File: src/rtl/usb_tx_pkt_ctrl.sv
// ----------------------------------------------------------------------------
// usb_tx_pkt_ctrl
//
// USB transmit packet controller. On a start request it sends a PID byte,
// streams the payload from the packet source straight through to the PHY,
// optionally appends the CRC16 of the payload, and then holds the line idle
// for a fixed inter-packet gap before it will accept another request.
//
// Parameters:
//   HIST_W  - depth of the tx_valid history register buff (>= 2)
//   MAX_LEN - maximum payload bytes per packet (1..1023)
//   IPG     - idle cycles forced after each packet (0..15)
//   CRC_EN  - 1 appends CRC16 after the payload, 0 skips the CRC bytes
//
// Ports:
//   clk, reset        - single rising-edge clock, async active-high reset
//   send_data         - start request, only looked at while idle
//   pid, zlp          - packet ID and zero-length flag, captured at start
//   s_data/s_valid/s_last/s_ready - payload stream from the packet source
//   tx_data/tx_valid/tx_ready     - byte stream toward the PHY
//   busy              - high whenever a packet or gap is in progress
//   len_err           - sticky, payload was cut off at MAX_LEN
//   byte_cnt          - payload bytes sent in the current or last packet
//   buff              - tx_valid history, buff[0] is the newest sample
// ----------------------------------------------------------------------------
module usb_tx_pkt_ctrl #(
    parameter int HIST_W  = 10,
    parameter int MAX_LEN = 64,
    parameter int IPG     = 2,
    parameter int CRC_EN  = 1
) (
    input  logic              clk,
    input  logic              reset,
    input  logic              send_data,
    input  logic [3:0]        pid,
    input  logic              zlp,
    input  logic [7:0]        s_data,
    input  logic              s_valid,
    input  logic              s_last,
    output logic              s_ready,
    output logic [7:0]        tx_data,
    output logic              tx_valid,
    input  logic              tx_ready,
    output logic              busy,
    output logic              len_err,
    output logic [9:0]        byte_cnt,
    output logic [HIST_W-1:0] buff
);

    typedef enum logic [2:0] {
        ST_IDLE,
        ST_PID,
        ST_DATA,
        ST_CRC_LO,
        ST_CRC_HI,
        ST_GAP
    } state_t;

    localparam logic [9:0] MAX_CNT  = 10'(MAX_LEN);
    localparam logic [9:0] LAST_CNT = 10'(MAX_LEN - 1);
    localparam logic [3:0] GAP_LOAD = (IPG > 0) ? 4'(IPG - 1) : 4'd0;

    // Where to go once the last byte of a packet has been handed over: with
    // no gap configured the controller is ready again immediately.
    localparam state_t POST_CRC     = (IPG > 0) ? ST_GAP : ST_IDLE;
    localparam state_t POST_PAYLOAD = (CRC_EN != 0) ? ST_CRC_LO : POST_CRC;

    state_t      state;
    logic [3:0]  pid_q;
    logic        zlp_q;
    logic [15:0] crc;
    logic [3:0]  gap_cnt;

    // CRC-16/USB, reflected form of polynomial 0x8005, one byte at a time
    // with the least significant bit going first.
    function automatic logic [15:0] crc16_byte(input logic [15:0] c, input logic [7:0] d);
        logic [15:0] r;
        r = c ^ {8'h00, d};
        for (int i = 0; i < 8; i++) begin
            r = r[0] ? ((r >> 1) ^ 16'hA001) : (r >> 1);
        end
        return r;
    endfunction

    // Output decode. The payload phase is a pure pass-through so the source
    // sees the PHY's back-pressure in the same cycle; every other state
    // drives bytes held in registers, which keeps them stable while stalled.
    always_comb begin
        tx_valid = 1'b0;
        tx_data  = 8'h00;
        s_ready  = 1'b0;
        case (state)
            ST_PID: begin
                tx_valid = 1'b1;
                tx_data  = {~pid_q, pid_q};
            end
            ST_DATA: begin
                tx_valid = s_valid;
                tx_data  = s_data;
                s_ready  = tx_ready;
            end
            ST_CRC_LO: begin
                tx_valid = 1'b1;
                tx_data  = ~crc[7:0];
            end
            ST_CRC_HI: begin
                tx_valid = 1'b1;
                tx_data  = ~crc[15:8];
            end
            default: begin
                tx_valid = 1'b0;
            end
        endcase
    end

    assign busy = (state != ST_IDLE);

    // Packet sequencing. A payload ends either on the source's last flag or
    // when MAX_LEN bytes have gone out; in the latter case any remaining
    // source bytes stay put for the next packet and len_err records the cut.
    // The gap counter is preloaded in every other state so GAP always starts
    // with a full count.
    always_ff @(posedge clk or posedge reset) begin
        if (reset) begin
            state    <= ST_IDLE;
            pid_q    <= 4'h0;
            zlp_q    <= 1'b0;
            crc      <= 16'hFFFF;
            byte_cnt <= 10'd0;
            len_err  <= 1'b0;
            gap_cnt  <= 4'd0;
        end else begin
            if (state != ST_GAP) begin
                gap_cnt <= GAP_LOAD;
            end
            case (state)
                ST_IDLE: begin
                    if (send_data) begin
                        pid_q    <= pid;
                        zlp_q    <= zlp;
                        byte_cnt <= 10'd0;
                        len_err  <= 1'b0;
                        crc      <= 16'hFFFF;
                        state    <= ST_PID;
                    end
                end
                ST_PID: begin
                    if (tx_ready) begin
                        state <= zlp_q ? POST_PAYLOAD : ST_DATA;
                    end
                end
                ST_DATA: begin
                    if (s_valid && tx_ready) begin
                        crc <= crc16_byte(crc, s_data);
                        if (byte_cnt != MAX_CNT) begin
                            byte_cnt <= byte_cnt + 10'd1;
                        end
                        if (s_last || (byte_cnt == LAST_CNT)) begin
                            state <= POST_PAYLOAD;
                            if (!s_last) begin
                                len_err <= 1'b1;
                            end
                        end
                    end
                end
                ST_CRC_LO: begin
                    if (tx_ready) begin
                        state <= ST_CRC_HI;
                    end
                end
                ST_CRC_HI: begin
                    if (tx_ready) begin
                        state <= POST_CRC;
                    end
                end
                ST_GAP: begin
                    if (gap_cnt == 4'd0) begin
                        state <= ST_IDLE;
                    end else begin
                        gap_cnt <= gap_cnt - 4'd1;
                    end
                end
                default: begin
                    state <= ST_IDLE;
                end
            endcase
        end
    end

    // Shift history of tx_valid, sampled every cycle with the newest sample
    // entering at bit 0.
    always_ff @(posedge clk or posedge reset) begin
        if (reset) begin
            buff <= '0;
        end else begin
            buff <= {buff[HIST_W-2:0], tx_valid};
        end
    end

endmodule

File: config.mk
export PLATFORM = sky130hd
export DESIGN_NAME = usb_tx_pkt_ctrl
export DESIGN_NICKNAME = d
export VERILOG_FILES = /design/src/rtl/usb_tx_pkt_ctrl.sv
export SDC_FILE = /design/constraint.sdc
export NUM_CORES = 1
export LEC_CHECK = 0
export BUFFER_PORTS_ARGS = -buffer_cell sky130_fd_sc_hd__buf_2
export CORE_UTILIZATION = 40
export DETAILED_ROUTE_END_ITERATION = 16
export HOLD_SLACK_MARGIN = 0.06
export SYNTH_ARGS = -nofsm -noshare
export SYNTH_HDL_FRONTEND = slang
export SYNTH_SLANG_ARGS = --single-unit
export TNS_END_PERCENT = 30
File: constraint.sdc
create_clock -name clk -period 1.81 [get_ports clk]
set_input_delay 0.0905 -clock clk [delete_from_list [all_inputs] [get_ports clk]]
set_output_delay 0.0905 -clock clk [all_outputs]
set_load 0.05 [all_outputs]
==> run summary, run 1 <==
TritonCTS built the clock tree. The count of max-cap constraint violations was 0. The number of nets at the end of the flow was 358.

The path with the worst hold slack has its endpoint at len_err. Wire length per cell after detailed routing: 14.6 um. STA classifies the critical path endpoint as a flop. The later pin in the worst-skew pair is clocked with a latency of 0.30 ns. Count of final setup violators: 0.

The number of enable flip-flop cells after synthesis works out to 0. Total global-route track usage: 19.9%. The routed wire length is 6020 um, and the final worst clock skew is 0.00692 ns. The floorplan step defined a core boundary enclosing 6030 um2. In the post-synthesis netlist, the biggest area contributors are sky130_fd_sc_hd__dfrtp_1 (32%), sky130_fd_sc_hd__dfstp_2 (17%), sky130_fd_sc_hd__nor2_1 (5.5%), sky130_fd_sc_hd__a21oi_1 (5.1%), sky130_fd_sc_hd__xnor2_1 (4.8%). By instance count, the cell type seen most on the critical path is sky130_fd_sc_hd__xor2_2. The floorplan step defined a die boundary enclosing 6690 um2. The path type of the worst min-delay path is in -> reg. Power spread over the standard cell area amounts to 1990 nW/um2. Reg-to-reg critical path startpoint: crc[3]. For the number of antenna violations at the first check in global routing, the log shows 0. The tools report the sequential element share of the synthesized area as 48.9%. Walking the worst path, the cells encountered are xor2_2 > xor2_2 > xnor3_2 > xnor3_1 > a21o_1. The run gives 59.1% as the relative max-transition margin. Detailed placement finished with a half-perimeter wire length of 4520 um. Using the TritonRoute via totals, the vias-per-cell ratio works out to 5.06. STA classifies the critical path startpoint as a flop. The combinational family with the most area after synthesis is simple AND/OR/NAND/NOR gates. Along the worst path, the maximum fanout reaches 3. The buffer levels on the longest clock path came out at 2. Setup repair after global routing could not meet its margin everywhere.

OpenSTA, run right after detailed placement, puts the worst setup slack at -0.00681 ns. After layout, the worst setup slack is 0.0293 ns. The run gives 569 as the count of fill cells added during filler insertion. The number of nets produced by synthesis was 274. The detail route stage leaves a number of antenna-violating nets equal to 0. The floorplan has 28 rows. For this run, the number of Yosys warnings is 0. The number of sinks on the clock net is 49, and the xor-xnor portion of the synthesized cell area is 13.0%.

The final core area utilization is 55.5%, and the clock edge transition at the registers on the reported setup and hold paths is 0.09 ns. In this run the clock root is driven by a sky130_fd_sc_hd__clkbuf_8. Post-synthesis adder-cell area fraction: 1.47%. The tools report the initial standard-cell utilization of the core as 42.3%. Summed over all cells, the static leakage comes to 0.00154 uW.

The height of the die is 81.8 um. The first detailed-routing pass took 4 iterations. The largest net degree at the start of global routing was 50.

The remaining routing DRC violations is 0, and the number of cells on the worst hold path is 4. The commonest cells after synthesis are sky130_fd_sc_hd__nor2_1 (37), sky130_fd_sc_hd__dfrtp_1 (33), sky130_fd_sc_hd__a21oi_1 (26). The H-tree was split into 2 levels. STA puts the critical path data required time at 2.06 ns. Dominant register cell in the synthesized netlist: sky130_fd_sc_hd__dfrtp_1. Cells with a size suffix above 1 make up 40.4% of the layout. Routability-driven placement finished with a final weighted congestion of 0.833. In this design, the stage delay of the slowest critical-path cell is 0.56 ns. The worst-case IR drop observed on VDD is 1170 uV.

The number of I/O port buffers was 50; the number of placed I/O pins was 51. The basic-gate share of the synthesized area counting and, or, nand and nor cells is 16.5%. The number of failing hold endpoints at the final stage came out at 0.

The clock period minus final worst setup slack was 1.78 ns; the total number of vias was 2084. The endpoint identified for the worst register-to-register timing path is crc[0]. Count of unique library cells instantiated by Yosys: 45. For the pin with the worst max-slew slack, the measured transition is 0.613 ns.

In this run the cell area of the synthesized design comes to 2550 um2. The largest total area in the synthesized netlist belongs to sky130_fd_sc_hd__dfrtp_1. Compared with the post-synthesis result, the final layout area differs by 31.4%. Derived from the worst setup path, the maximum achievable clock frequency is 0.562 GHz.

The detailed router finished its first iteration with 91 violations. Overall power consumption after layout is estimated at 6640 uW. Averaged over all synthesized cells, the footprint is 10.1 um2. In this run the most critical hold path is launched from s_last. The count of final max-slew check failures is 0, and the slack of the worst reg-to-reg path is 0.03 ns.

The fraction of synthesized area in multiplexers was 3.49%. The run finished with clean final reports. In the synthesized netlist, the number of instances is 252. On the critical path, the stage with the largest delay is an instance of sky130_fd_sc_hd__dfstp_2. For the number of global-route vias before repair, the log shows 1989. Most numerous cell in the Yosys netlist: sky130_fd_sc_hd__nor2_1. For this run the aggregate overflow at the end of global routing stands at 0. The die outline width was 81.8 um; the data arrival at the endpoint of the critical path was 2.03 ns. The complex-gate fraction of the synthesized area is 13.1%. Summed over its instances, the top area cell type makes up 32.4% of the synthesized netlist area. After synthesis the netlist holds a flip-flop and latch count of 49. The share of synthesized flip-flops with an asynchronous set or reset came out at 100%. The critical path is of the reg -> reg type.

The number of cells on the worst reg-to-reg path is 5. On the final layout, the worst hold slack is 0.0921 ns. The wire length of the first global-routing pass is 9800 um. Clock tree synthesis inserted a total of 5 buffers. After layout, the worst path uses 98.4% of the clock period. 0 antenna diodes ended up in the layout.
-- where the power goes --
part	internal, uW	total [uW]	switching [uW]
Combinational	1500	3920	2420
Sequential	1570	1910	336
Clock	451	812	362
-- layout by cell type, fill, tap and decap left out, types with 8 or more instances in the layout --
| cell | instances |
|---|---|
| sky130_fd_sc_hd__a21oi_1 | 25 |
| sky130_fd_sc_hd__buf_2 | 42 |
| sky130_fd_sc_hd__buf_4 | 38 |
| sky130_fd_sc_hd__dfrtp_1 | 30 |
| sky130_fd_sc_hd__dfstp_2 | 16 |
| sky130_fd_sc_hd__inv_1 | 8 |
| sky130_fd_sc_hd__nand2_1 | 14 |
| sky130_fd_sc_hd__nor2_1 | 36 |
| sky130_fd_sc_hd__xnor2_1 | 12 |
| sky130_fd_sc_hd__xor2_1 | 11 |
-- what timing repair did --
item                                    in CTS  in global routing
cloned                                       0                  0
pin swaps                                    0                  5
setup buffers                                1                  2
endpoints found under the setup margin      10                 14
resized for setup                           15                  8
hold buffers                                 6                  0
hold endpoints to repair                    38                  0
-- cell families after synthesis --
| kind of cell | count (synthesis) |
|---|---|
| xor+xnor | 31 |
| mux | 8 |
| buf+inv | 22 |
| simple gates | 85 |
| fa+ha+maj | 3 |
| compound gates | 54 |
| flops | 49 |
-- sequential cells by signal, summed over array words and instances (netlist names) --
| register | flops |
|---|---|
| crc | 16 |
| buff | 10 |
| byte_cnt | 10 |
| gap_cnt | 4 |
| pid_q | 4 |
| state | 3 |
| len_err | 1 |
| zlp_q | 1 |
-- cell type report --
cell class | count | area, um2 | share of cell area (%)
clock buffers | 7 | 86.3 | 2.58
well taps | 75 | 93.8 | 2.81
inverters | 10 | 38.8 | 1.16
flip-flops and latches | 49 | 1250 | 37.4
multi-input cells | 181 | 1250 | 37.3
repair buffers | 89 | 598 | 17.9
clock inverters | 1 | 30.0 | 0.898
-- worst max-delay path: cells and delay by family, from the launching register on --
family | cells | cell delay, ns
XOR/XNOR | 4 | 0.99
flip-flops | 1 | 0.56
AO/OA/AOI/OAI | 1 | 0.16
-- metrics by stage --
step	area, um2	instances	setup TNS, ns
global placement	3080	395	0
CTS	3290	410	-0.0199
detailed placement	3080	395	-0.00681
global route	3340	412	-0.0388
floorplan	2560	252	-1.09
finish	3340	412	0
-- per-layer routing --
metal  vias up  routed length, um  global-route usage [%]  part of all wire (%)
met2        39               2910                    32.1                    48
met4         0                 91                    7.37                   1.5
met5         -                  0                       0                     0
met1      1004               2770                    26.7                    46
met3         7                245                    3.22                   4.1
li1       1034                  -                       -                     -
-- how the worst max path moves through the flow --
stage                     startpoint          to
after floorplan             state[2]  tx_data[1]
after global placement        crc[1]      crc[0]
after detailed placement      crc[1]      crc[0]
after CTS                     crc[1]      crc[0]
after global routing        state[1]    tx_valid
final                         crc[3]      crc[0]
No activity file was read; power rests on OpenSTA's default activity.
==> run 2, diff against run 1 <==
--- a/config.mk
+++ b/config.mk
@@ -6,9 +6,10 @@
 export NUM_CORES = 1
 export LEC_CHECK = 0
 export BUFFER_PORTS_ARGS = -buffer_cell sky130_fd_sc_hd__buf_2
-export CORE_UTILIZATION = 40
+export CORE_UTILIZATION = 45
 export DETAILED_ROUTE_END_ITERATION = 16
 export HOLD_SLACK_MARGIN = 0.06
+export PLACE_DENSITY = 0.7
 export SYNTH_ARGS = -nofsm -noshare
 export SYNTH_HDL_FRONTEND = slang
 export SYNTH_SLANG_ARGS = --single-unit
==> run 2 against run 1 <==
Against the previous run: worst setup slack gained 0.017 ns; sequential share of layout area grew 0.35 points; power shrank 2.4%; hold slack lost 0.0042 ns; clock skew grew 0.0017 ns; die area shrank 11%; via count grew 1.3%; first-iteration DRC count grew 2.2%; critical path depth is the same; global-route usage grew 2.0 points; critical endpoint unchanged.
==> run summary, run 2 (synthesis results as in run 1) <==
The run finished with clean final reports. The region available for standard cell placement spans 5470 um2. The post-DP HPWL was 4370 um. Setup violations remaining at the end of the flow were counted as 0. The worst-case IR drop observed on VDD is 1170 uV. The critical path class is reg -> reg. On the final layout, the worst clock skew is 0.00862 ns. Most common cell after layout, fill and taps aside: sky130_fd_sc_hd__buf_2. More flip-flops sit in one register than any other, and that register is crc. The violation count after the first detailed-routing iteration is 93, and the clock edge transition at the registers on the reported setup and hold paths is 0.09 ns.

TritonCTS built the clock tree. The number of I/O port buffers was 50; the number of global-route vias before repair was 2152. Total power for the finished layout comes to 6480 uW. The logs give 0 for the count of final max-slew check failures and 27 for the total number of placement rows. The tools report the endpoint kind of the worst setup timing path as a flop. The tools report the nature of the critical path startpoint as a flop.

The number of flip-flops under the largest register name was 16. For the number of placed I/O pins, the log shows 51. The post-route fraction of the period consumed by the critical path was 97.4%; the buffer levels on the longest clock path was 2. Among all stages on the critical path, the largest delay is contributed by sky130_fd_sc_hd__dfstp_2.

In this run the critical register-to-register path is captured at crc[0]. The critical path goes through xnor2_2 > xnor2_1 > xnor3_2 > xnor3_1 > a21o_1. Compared with the post-synthesis result, the final layout area differs by 30.1%. The tool flagged a number of max-cap violations equal to 0. The power per cell area is 1960 nW/um2.

Derived from the worst setup path, the maximum achievable clock frequency is 0.567 GHz. In this run the static leakage power is 0.00152 uW. The antenna diode instance count was 0; the number of clock buffers inserted by TritonCTS was 5.

The initial standard-cell utilization of the core came out at 46.5%. Following the worst setup path forward leads to its endpoint at crc[0]. The ratio of cells with drive above 1 in the final layout was 40.3%; the instance count after placement with tap cells included was 389. The worst pin sits at a relative slew slack of 59.6%.

The floorplan step set the die width to 77.2 um. The wire length of the first global-routing pass is 10100 um, and the largest net degree at the start of global routing is 50. Across all register-to-register paths, the minimum setup slack is 0.05 ns. The logs give 0 for the remaining routing DRC violations and 356 for the number of nets at the end of the flow.

In this run the remaining antenna-violating nets after routing total 0. The wire length per cell after detailed routing was 15.0 um; the via count normalized by instance count was 5.19. The highest cell delay on the worst timing path is 0.57 ns.

The tools report the number of failing hold endpoints at the final stage as 0. Setup repair after global routing could not meet its margin everywhere. The clock period minus final worst setup slack came out at 1.76 ns. The total global-route track usage was 21.9%. In this run the worst path has a maximum fanout of 3.

The worst register-to-register path has a depth of 5. For the global placer's final weighted congestion, the log shows 0.836. The path type of the worst min-delay path was in -> reg.

The count of buffering cells on the critical path with inverters included works out to 0. The startpoint identified for the worst register-to-register timing path is crc[2]. The die covers 5960 um2. Category of cells accounting for the largest share of critical-path delay: XOR/XNOR gates. The worst setup path startpoint was crc[2]. For this run, the detailed router's first-pass iteration total came to 4. In this run the number of cells on the critical path is 5. The H-tree generated during clock tree synthesis spans 2 levels.

The CTS root buffer is sky130_fd_sc_hd__clkbuf_8. The data required time at the worst endpoint came out at 2.05 ns. Excluding fillers, the count of instances in the completed layout stands at 407.

The clock reaches the later pin of the worst-skew pair after 0.31 ns. In the layout the commonest cells are sky130_fd_sc_hd__buf_2 (44), sky130_fd_sc_hd__nor2_1 (37), sky130_fd_sc_hd__buf_4 (34). The number of sinks on the clock net came out at 49. The run gives 0 as the number of antenna violations at the first check in global routing. The height of the die was 77.2 um. Data on the critical path arrives at its endpoint at 2.01 ns.

The transition time at the pin with the least slew margin was 0.606 ns. For this run the aggregate overflow at the end of global routing stands at 0. The detailed router placed 2112 vias in this run. For this block, the routed nets add up to 6090 um of wire.

The largest registers in the layout are crc: 16 flops, buff: 10 flops, byte_cnt: 10 flops.
run 2: cell count changes in the layout (fill, tap and decap cells not counted), sizes merged:
cell | previous run | this run
buf | 83 | 80
clkinvlp | 0 | 2
bufinv | 1 | 0
run 2: worst min-delay path by stage:
| stage | start | endpoint | depth (start not counted) |
|---|---|---|---|
| global route | s_last | len_err | 4 |
| global placement | reset | gap_cnt[0] | 3 |
| CTS | s_last | len_err | 4 |
| finish | s_last | len_err | 4 |
| floorplan | pid[0] | pid_q[0] | 1 |
| detailed placement | reset | buff[9] | 3 |
run 2: layout make-up:
cell class                 instances  area, um2
multi-input combinational        181       1280
tap                               72       90.1
fill                             474       2160
clock buffer                       6       72.6
sequential                        49       1250
clock inverter                     2       15.0
inverter                          10       37.5
timing repair buffer              87        566
run 2: metal layers:
metal / routed length [um] / vias up / part of all wire [%] / GRT usage, %
met4: 116 / 0 / 1.9 / 8.68
met3: 296 / 9 / 4.9 / 6.67
met1: 2730 / 1032 / 45 / 27.7
li1: - / 1022 / - / -
met2: 2950 / 49 / 48 / 34.8
met5: 0 / - / 0 / 0
run 2: timing repair:
action                                  in CTS  in global routing
setup buffers                                1                  3
pin swaps                                    2                  7
resized for setup                            9                 17
endpoints found under the hold margin       38                  0
hold buffers                                 6                  0
endpoints found under the setup margin      10                 21
run 2: stage by stage:
| stage | util, % | instance area, um2 | worst slack (ns) | hold slack, ns | setup TNS (ns) |
|---|---|---|---|---|---|
| floorplan | - | 2560 | -0.190 | 0.242 | -1.09 |
| global placement | 55.7 | 3050 | 0.0200 | 0.286 | 0 |
| global route | 60.5 | 3310 | -0.0482 | 0.0880 | -0.131 |
| detailed placement | 55.7 | 3050 | -0.0177 | 0.291 | -0.0177 |
| finish | 60.5 | 3310 | 0.0463 | 0.0879 | 0 |
| CTS | 59.1 | 3230 | 0.00153 | 0.0852 | 0 |
run 2: power breakdown:
group / internal (uW) / total (uW) / switching (uW)
logic: 1490 / 3940 / 2450
registers: 1570 / 1900 / 325
clock network: 273 / 644 / 371
total: 3330 / 6480 / 3150
run 2: worst register-to-register path, stage by stage, from the launching register on:
cell and delay, ns:
sky130_fd_sc_hd__dfstp_2 0.57, sky130_fd_sc_hd__xnor2_2 0.15, sky130_fd_sc_hd__xnor2_1 0.15, sky130_fd_sc_hd__xnor3_2 0.48
sky130_fd_sc_hd__xnor3_1 0.19, sky130_fd_sc_hd__a21o_1 0.16
